$ cat config.mk
export PLATFORM = sky130hd
export DESIGN_NAME = output_port_arbiter
export DESIGN_NICKNAME = d
export VERILOG_FILES = /design/src/rtl/noc_pkg.sv /design/src/rtl/output_port_arbiter_rr_picker.sv /design/src/rtl/output_port_arbiter.sv
export SDC_FILE = /design/constraint.sdc
export NUM_CORES = 1
export LEC_CHECK = 0
export ABC_CLOCK_PERIOD_IN_PS = 5100
export CAP_MARGIN = 40
export CORE_UTILIZATION = 27
export CTS_CLUSTER_DIAMETER = 200
export DETAILED_ROUTE_END_ITERATION = 10
export DONT_BUFFER_PORTS = 1
export GPL_TIMING_DRIVEN = 0
export HOLD_SLACK_MARGIN = 0.03
export SLEW_MARGIN = 20
export SYNTH_ARGS = -nofsm -noshare
export SYNTH_HDL_FRONTEND = slang
export SYNTH_SLANG_ARGS = --single-unit
$ cat constraint.sdc
create_clock -name clk -period 5.1 [get_ports clk]
set_clock_uncertainty 0.15 [all_clocks]
set_input_delay 0.51 -clock clk [delete_from_list [all_inputs] [get_ports clk]]
set_output_delay 0.51 -clock clk [all_outputs]
set_load 0.005 [all_outputs]
$ cat src/rtl/noc_pkg.sv
`default_nettype none
// =============================================================================
// noc_pkg
// Shared router definitions: port indices, arbiter states, flit-id encodings.
// Revision: 1.0
// =============================================================================
package noc_pkg;

   localparam int NUM_PORTS = 5;
   localparam int PORT_N    = 0;
   localparam int PORT_E    = 1;
   localparam int PORT_W    = 2;
   localparam int PORT_S    = 3;
   localparam int PORT_L    = 4;

   typedef enum logic [0:0] {
      IDLE   = 1'b0,
      LOCKED = 1'b1
   } arb_state_t;

   localparam logic [2:0] HEADER  = 3'b001;
   localparam logic [2:0] PAYLOAD = 3'b010;
   localparam logic [2:0] TAIL    = 3'b100;

   function automatic logic [2:0] onehot_to_idx(input logic [NUM_PORTS-1:0] oh);
      logic [2:0] idx;
      idx = '0;
      for (int i = 0; i < NUM_PORTS; i++) begin
         if (oh[i]) begin
            idx = idx | 3'(i);
         end
      end
      return idx;
   endfunction

   function automatic logic [2:0] next_port(input logic [2:0] p);
      return (p >= 3'(NUM_PORTS - 1)) ? 3'd0 : p + 3'd1;
   endfunction

endpackage
`default_nettype wire

$ cat src/rtl/output_port_arbiter_rr_picker.sv
`default_nettype none
// =============================================================================
// rr_picker
// Combinational round-robin search: first eligible port at or after ptr_i.
// Revision: 1.0
// =============================================================================
module rr_picker
   import noc_pkg::*;
(
   input  logic [NUM_PORTS-1:0] elig_i,
   input  logic [2:0]           ptr_i,
   output logic [NUM_PORTS-1:0] winner_o,
   output logic                 any_o
);

   logic       found;
   logic [2:0] idx;

   always_comb begin
      winner_o = '0;
      found    = 1'b0;
      idx      = '0;
      for (int k = 0; k < NUM_PORTS; k++) begin
         idx = 3'((int'(ptr_i) + k) % NUM_PORTS);
         if (!found && elig_i[idx]) begin
            winner_o[idx] = 1'b1;
            found         = 1'b1;
         end
      end
   end

   assign any_o = |elig_i;

endmodule
`default_nettype wire

$ cat src/rtl/output_port_arbiter.sv
`default_nettype none
// =============================================================================
// output_port_arbiter
// Round-robin, packet-locked, credit-gated arbiter for one router output port.
// Optional stall watchdog: define ARB_WATCHDOG_EN.
// Revision: 1.0
// =============================================================================
module output_port_arbiter
   import noc_pkg::*;
#(
   parameter int BUF_DEPTH   = 4,
   parameter int WDOG_CYCLES = 64
)
(
   input  logic        clk,
   input  logic        rst,
   input  logic [4:0]  req_in,
   input  logic [4:0]  valid_in,
   input  logic [14:0] flit_id_in,
   input  logic        credit_in,
   output logic [4:0]  grant,
   output logic [4:0]  rd_en,
   output logic [2:0]  sel,
   output logic        flit_valid_out,
   output logic        credit_err,
   output logic        wdog_err
);

   localparam int            CW          = $clog2(BUF_DEPTH + 1);
   localparam logic [CW-1:0] CREDITS_MAX = CW'(BUF_DEPTH);

   arb_state_t           state_q;
   logic [NUM_PORTS-1:0] grant_q;
   logic [2:0]           sel_q;
   logic [2:0]           rr_ptr_q;
   logic [CW-1:0]        credits_q;
   logic [CW-1:0]        credits_d;
   logic                 credit_err_q;
   logic                 credit_err_d;

   logic [NUM_PORTS-1:0] elig;
   logic [NUM_PORTS-1:0] winner;
   logic                 any_elig;
   logic [2:0]           win_id;
   logic                 has_credit;
   logic                 pop;
   logic                 tail_pop;
   logic                 wdog_fire;
   logic                 release_pkt;

   for (genvar i = 0; i < NUM_PORTS; i++) begin : g_elig
      assign elig[i] = req_in[i] & valid_in[i] & (flit_id_in[3*i +: 3] == HEADER);
   end

   rr_picker u_picker (
      .elig_i   (elig),
      .ptr_i    (rr_ptr_q),
      .winner_o (winner),
      .any_o    (any_elig)
   );

   always_comb begin
      win_id = '0;
      for (int i = 0; i < NUM_PORTS; i++) begin
         if (grant_q[i]) begin
            win_id = win_id | flit_id_in[3*i +: 3];
         end
      end
   end

   assign has_credit = (credits_q != '0);

   always_comb begin
      rd_en = '0;
      if (state_q == LOCKED && has_credit) begin
         rd_en = grant_q & valid_in;
      end
   end

   assign pop            = |rd_en;
   assign flit_valid_out = pop;
   assign tail_pop       = pop & (win_id == TAIL);
   assign release_pkt    = tail_pop | wdog_fire;

   // A HEADER from the owner while locked is plain data; only TAIL or the watchdog unlock.
   always_ff @(posedge clk or negedge rst) begin
      if (!rst) begin
         state_q  <= IDLE;
         grant_q  <= '0;
         sel_q    <= '0;
         rr_ptr_q <= '0;
      end else begin
         case (state_q)
            IDLE: begin
               if (any_elig && has_credit) begin
                  state_q <= LOCKED;
                  grant_q <= winner;
                  sel_q   <= onehot_to_idx(winner);
               end
            end
            LOCKED: begin
               if (release_pkt) begin
                  state_q  <= IDLE;
                  grant_q  <= '0;
                  sel_q    <= '0;
                  rr_ptr_q <= next_port(sel_q);
               end
            end
            default: begin
               state_q <= IDLE;
               grant_q <= '0;
               sel_q   <= '0;
            end
         endcase
      end
   end

   always_comb begin
      credits_d    = credits_q;
      credit_err_d = credit_err_q;
      if (pop && !credit_in) begin
         credits_d = credits_q - CW'(1);
      end else if (credit_in && !pop) begin
         if (credits_q == CREDITS_MAX) begin
            credit_err_d = 1'b1;
         end else begin
            credits_d = credits_q + CW'(1);
         end
      end
   end

   always_ff @(posedge clk or negedge rst) begin
      if (!rst) begin
         credits_q    <= CREDITS_MAX;
         credit_err_q <= 1'b0;
      end else begin
         credits_q    <= credits_d;
         credit_err_q <= credit_err_d;
      end
   end

`ifdef ARB_WATCHDOG_EN
   localparam int SW = $clog2(WDOG_CYCLES + 1);

   logic [SW-1:0] stall_q;
   logic          wdog_err_q;

   assign wdog_fire = (state_q == LOCKED) && !pop && (stall_q == SW'(WDOG_CYCLES - 1));

   always_ff @(posedge clk or negedge rst) begin
      if (!rst) begin
         stall_q    <= '0;
         wdog_err_q <= 1'b0;
      end else begin
         if (state_q != LOCKED || pop || wdog_fire) begin
            stall_q <= '0;
         end else begin
            stall_q <= stall_q + SW'(1);
         end
         if (wdog_fire) begin
            wdog_err_q <= 1'b1;
         end
      end
   end

   assign wdog_err = wdog_err_q;
`else
   logic unused_wdog_cfg;

   assign wdog_fire       = 1'b0;
   assign wdog_err        = 1'b0;
   assign unused_wdog_cfg = |WDOG_CYCLES;
`endif

   assign grant      = grant_q;
   assign sel        = sel_q;
   assign credit_err = credit_err_q;

endmodule
`default_nettype wire
==> implementation parameters <==
Parameter                              Value

Route
  Count of vias placed by the detailed router    2759
  Average wire per cell in the routed design    16.41 um
  Drt pass-1 iters    5
  DRC violation count after routing    0
  DRC marker count from the first detailed-route iteration    159
  Residual antenna-violating net count after detailed routing    0
  Via count normalized by instance count    5.540
  Aggregate routed wire length    8.171 mm

Synth
  Top_reg_cell synth    sky130_fd_sc_hd__dfrtp_1
  FFs w/ async S/R, synth    1.000
  Sequential cell area fraction in the yosys report    0.1394
  Post-synth EDFFs    0
  Total nets after synthesis    400
  Synthesized flop and latch total    15
  Mapped Avg Cell Area    7.856 um2
  Synth Warn #    0
  Netlist area before placement    2703 um2
  Syn Inst Count    344
  Synth cell types    86

Clocking
  Clk root buf    sky130_fd_sc_hd__clkbuf_8
  Number of buffers created by CTS    3
  Clock insertion delay at the later pin of the skew report    0.24 ns
  Clock tree from TritonCTS    done
  Number of clock sinks    15
  H-tree level count    1
  CTS clk-pin slew, worst paths    0.06 ns
  Longest Clk Path Bufs    2

Finish
  Synthesis-to-finish area growth    16.39%
  Final Core Density    0.3233
  Number of standard cells in the final layout excluding fillers    498
  Fraction of final layout cells sized beyond drive strength 1    0.1836
  Antenna Cells    0
  Final layout net count    422

GRT
  GRT Overall Usage    0.1552
  Largest net degree at the start of global routing    16
  Number of antenna violations at the first check in global routing    0
  Vias in the first global route    2612
  First-pass GRT wire length    12.84 mm
  Total global routing overflow    0

Setup path
  Data arrival at the endpoint of the critical path    4.83 ns
  Largest stage delay on the critical path    0.43 ns
  Required time worst endpoint    5.07 ns
  CP Launch Type    register
  Critical path capture point type    register
  CP Class    reg2reg
  Register-to-Register Path Depth    22
  Buf/Inv on CP    6
  Cell at the slowest stage of the critical path    sky130_fd_sc_hd__or4_1
  Library cell appearing most often on the critical path    sky130_fd_sc_hd__ha_1
  Cell class contributing the biggest share of worst-path delay    compound AO/OA/AOI/OAI gates
  Max Fanout on Critical Path    10
  Total stage count of the critical path    22
  Crit-path cells    buf_6 > inv_1 > buf_8 > ha_1 > buf_6 > xnor2_4 > inv_4 > ha_1 > or2_2 > o211ai_1 > and3_4 > inv_1 > ha_1 > nand2b_1 > o2111ai_2 > o211a_1 > or4_1 > o311ai_2 > nor2_1 > a22o_1 > a221oi_4 > nand3_1

Timing
  Transition time of the tightest slew-check pin    0.6714 ns
  Fin. max-slew vios    0
  Final worst-path setup slack    0.2395 ns
  Post-route worst hold slack    0.3810 ns
  Post-route fraction of the period consumed by the critical path    0.9530
  Maximum clock rate    205.7 MHz
  # setup viols final    0
  Hold Violations, Final    0
  Post-layout min period    4.861 ns
  Slew Limit Headroom    0.5492

Run status
  Run status    finished, final reports clean

Floorplanning
  Area inside the core boundary    9729 um2
  Starting Density    0.2778
  Standard-cell row count    36
  Number of top-level pins    44
  Die ar.    10410 um2
  Height of the chip    102.0 um
  X dimension of the die    102.0 um

Worst hold path
  Hold path cells    1
  Type of the tightest min-delay check    reg2reg

Place
  Post-Place Cells    477
  RD Place Congestion    0.9063
  Number of I/O port buffers    0
  Placement-stage worst setup slack    -0.8513 ns
  Half-perimeter wire length of the detailed placement result    6.402 mm

Flow run
  Max capacitance violation total    0
## cell usage after synthesis, types with 5 or more instances
cell type	count	area, um2
sky130_fd_sc_hd__ha_1	26	325.3
sky130_fd_sc_hd__nand4_1	5	31.28
sky130_fd_sc_hd__xnor2_1	6	52.55
sky130_fd_sc_hd__dfrtp_1	14	350.3
sky130_fd_sc_hd__clkbuf_1	7	26.28
sky130_fd_sc_hd__nand2_1	28	105.1
sky130_fd_sc_hd__nand3b_1	5	37.54
sky130_fd_sc_hd__mux2i_1	6	60.06
sky130_fd_sc_hd__nor3_1	13	65.06
sky130_fd_sc_hd__o21ai_0	19	95.09
sky130_fd_sc_hd__nor2_1	21	78.83
sky130_fd_sc_hd__a21oi_1	11	55.05
sky130_fd_sc_hd__inv_1	24	90.09
sky130_fd_sc_hd__nand2b_1	7	43.79
sky130_fd_sc_hd__nor3b_1	5	37.54
sky130_fd_sc_hd__nand3_1	9	45.04
sky130_fd_sc_hd__nor4_1	5	31.28
sky130_fd_sc_hd__and2_1	6	37.54
sky130_fd_sc_hd__and3_1	8	50.05
sky130_fd_sc_hd__o211ai_1	6	45.04
sky130_fd_sc_hd__a31oi_1	7	43.79
sky130_fd_sc_hd__a311o_1	5	50.05
## placed cells by master, fill, tap and decap left out, types with 3 or more instances in the layout
cell type                   count
sky130_fd_sc_hd__a22oi_1        3
sky130_fd_sc_hd__a22o_1         4
sky130_fd_sc_hd__mux2i_1        5
sky130_fd_sc_hd__ha_1          25
sky130_fd_sc_hd__nand2_1       28
sky130_fd_sc_hd__dfrtp_2        3
sky130_fd_sc_hd__a311o_1        5
sky130_fd_sc_hd__nor2_1        21
sky130_fd_sc_hd__or3_1          3
sky130_fd_sc_hd__nand4_1        5
sky130_fd_sc_hd__and3_1         7
sky130_fd_sc_hd__nor4bb_1       4
sky130_fd_sc_hd__buf_4         17
sky130_fd_sc_hd__nand3_1        8
sky130_fd_sc_hd__nand2b_1       7
sky130_fd_sc_hd__clkbuf_1       4
sky130_fd_sc_hd__a21oi_1       11
sky130_fd_sc_hd__nor3_1        13
sky130_fd_sc_hd__o31ai_1        3
sky130_fd_sc_hd__nor3b_1        4
sky130_fd_sc_hd__nor4_1         5
sky130_fd_sc_hd__dfrtp_1       11
sky130_fd_sc_hd__o2111ai_1      3
sky130_fd_sc_hd__clkbuf_8       3
sky130_fd_sc_hd__o211ai_1       6
sky130_fd_sc_hd__or4_1          4
sky130_fd_sc_hd__nand3b_1       5
sky130_fd_sc_hd__inv_1         23
sky130_fd_sc_hd__and2_1         6
sky130_fd_sc_hd__o21ai_0       19
sky130_fd_sc_hd__a31oi_1        7
sky130_fd_sc_hd__a21o_1         3
sky130_fd_sc_hd__xnor2_1        6
sky130_fd_sc_hd__nor2b_1        4
## layout make-up
class,instances,area (um2)
plain buffers,13,88.84
clock inverters,1,5.005
clock buffers,3,41.29
well taps,133,166.4
flip-flops and latches,15,380.4
inverters,27,107.6
multi-input cells,289,2228
repair buffers,17,127.6
fillers,1085,6584
## worst paths after layout
kind / startpoint / end / slack, ns
max: rr_ptr_q[0] / sel[1] / 0.24
min: credit_err / credit_err / 0.38
max reg2reg: rr_ptr_q[0] / sel[1] / 0.24
min reg2reg: credit_err / credit_err / 0.38
max in group asynchronous: rst / rr_ptr_q[2] / 3.73
min in group asynchronous: rst / credit_err / 0.59
## cell families (layout without fill, tap and decap cells)
| family | Yosys count | count (layout) | share of synthesized area |
|---|---|---|---|
| simple gates | 142 | 142 | 0.3014 |
| compound gates | 102 | 102 | 0.3023 |
| buf+inv | 40 | 61 | 0.06204 |
| fa+ha+maj | 28 | 28 | 0.1352 |
| flops | 15 | 15 | 0.1394 |
| xor+xnor | 9 | 9 | 0.03195 |
| mux | 7 | 7 | 0.02639 |
| other cells | 1 | 1 | 0.001388 |
## per-stage QoR
step                setup TNS (ns)  area, um2
floorplan                        0       2703
detailed placement          -5.156       2869
global placement            -4.532       2869
global route             -0.007006       3146
CTS                              0       2990
finish                           0       3146
## worst register-to-register path: cells and delay by family (launching register included)
family / cells / cell delay [ns]
DFF: 1 / 0.39
adders and majority gates: 3 / 0.63
AOI/OAI and AO/OA: 6 / 1.36
and+or+nand+nor: 6 / 1.35
xor gates and xnor gates: 1 / 0.21
buffers and inverters: 6 / 0.67
## registers in the layout (all words and copies together) (netlist names)
signal / flops
credit_err: 1
credits_q: 3
rr_ptr_q: 3
grant: 5
state_q: 1
sel: 2
## layer usage
layer / up-vias / GRT usage / wire length [um]
met2: 79 / 0.2540 / 3860
met4: 0 / 0.05055 / 197
met1: 1311 / 0.2128 / 3798
li1: 1355 / - / -
met3: 14 / 0.01642 / 314
met5: - / 0 / 0
## repair_timing
item,4_1_cts,5_1_grt
pin swaps,1,8
hold buffers,1,0
setup endpoints to repair,7,7
hold endpoints to repair,15,0
setup buffers,2,13
gates resized for setup,13,14
Power is not shown: default switching activity piles up to over one toggle a cycle in this logic, so the estimate is an artifact.
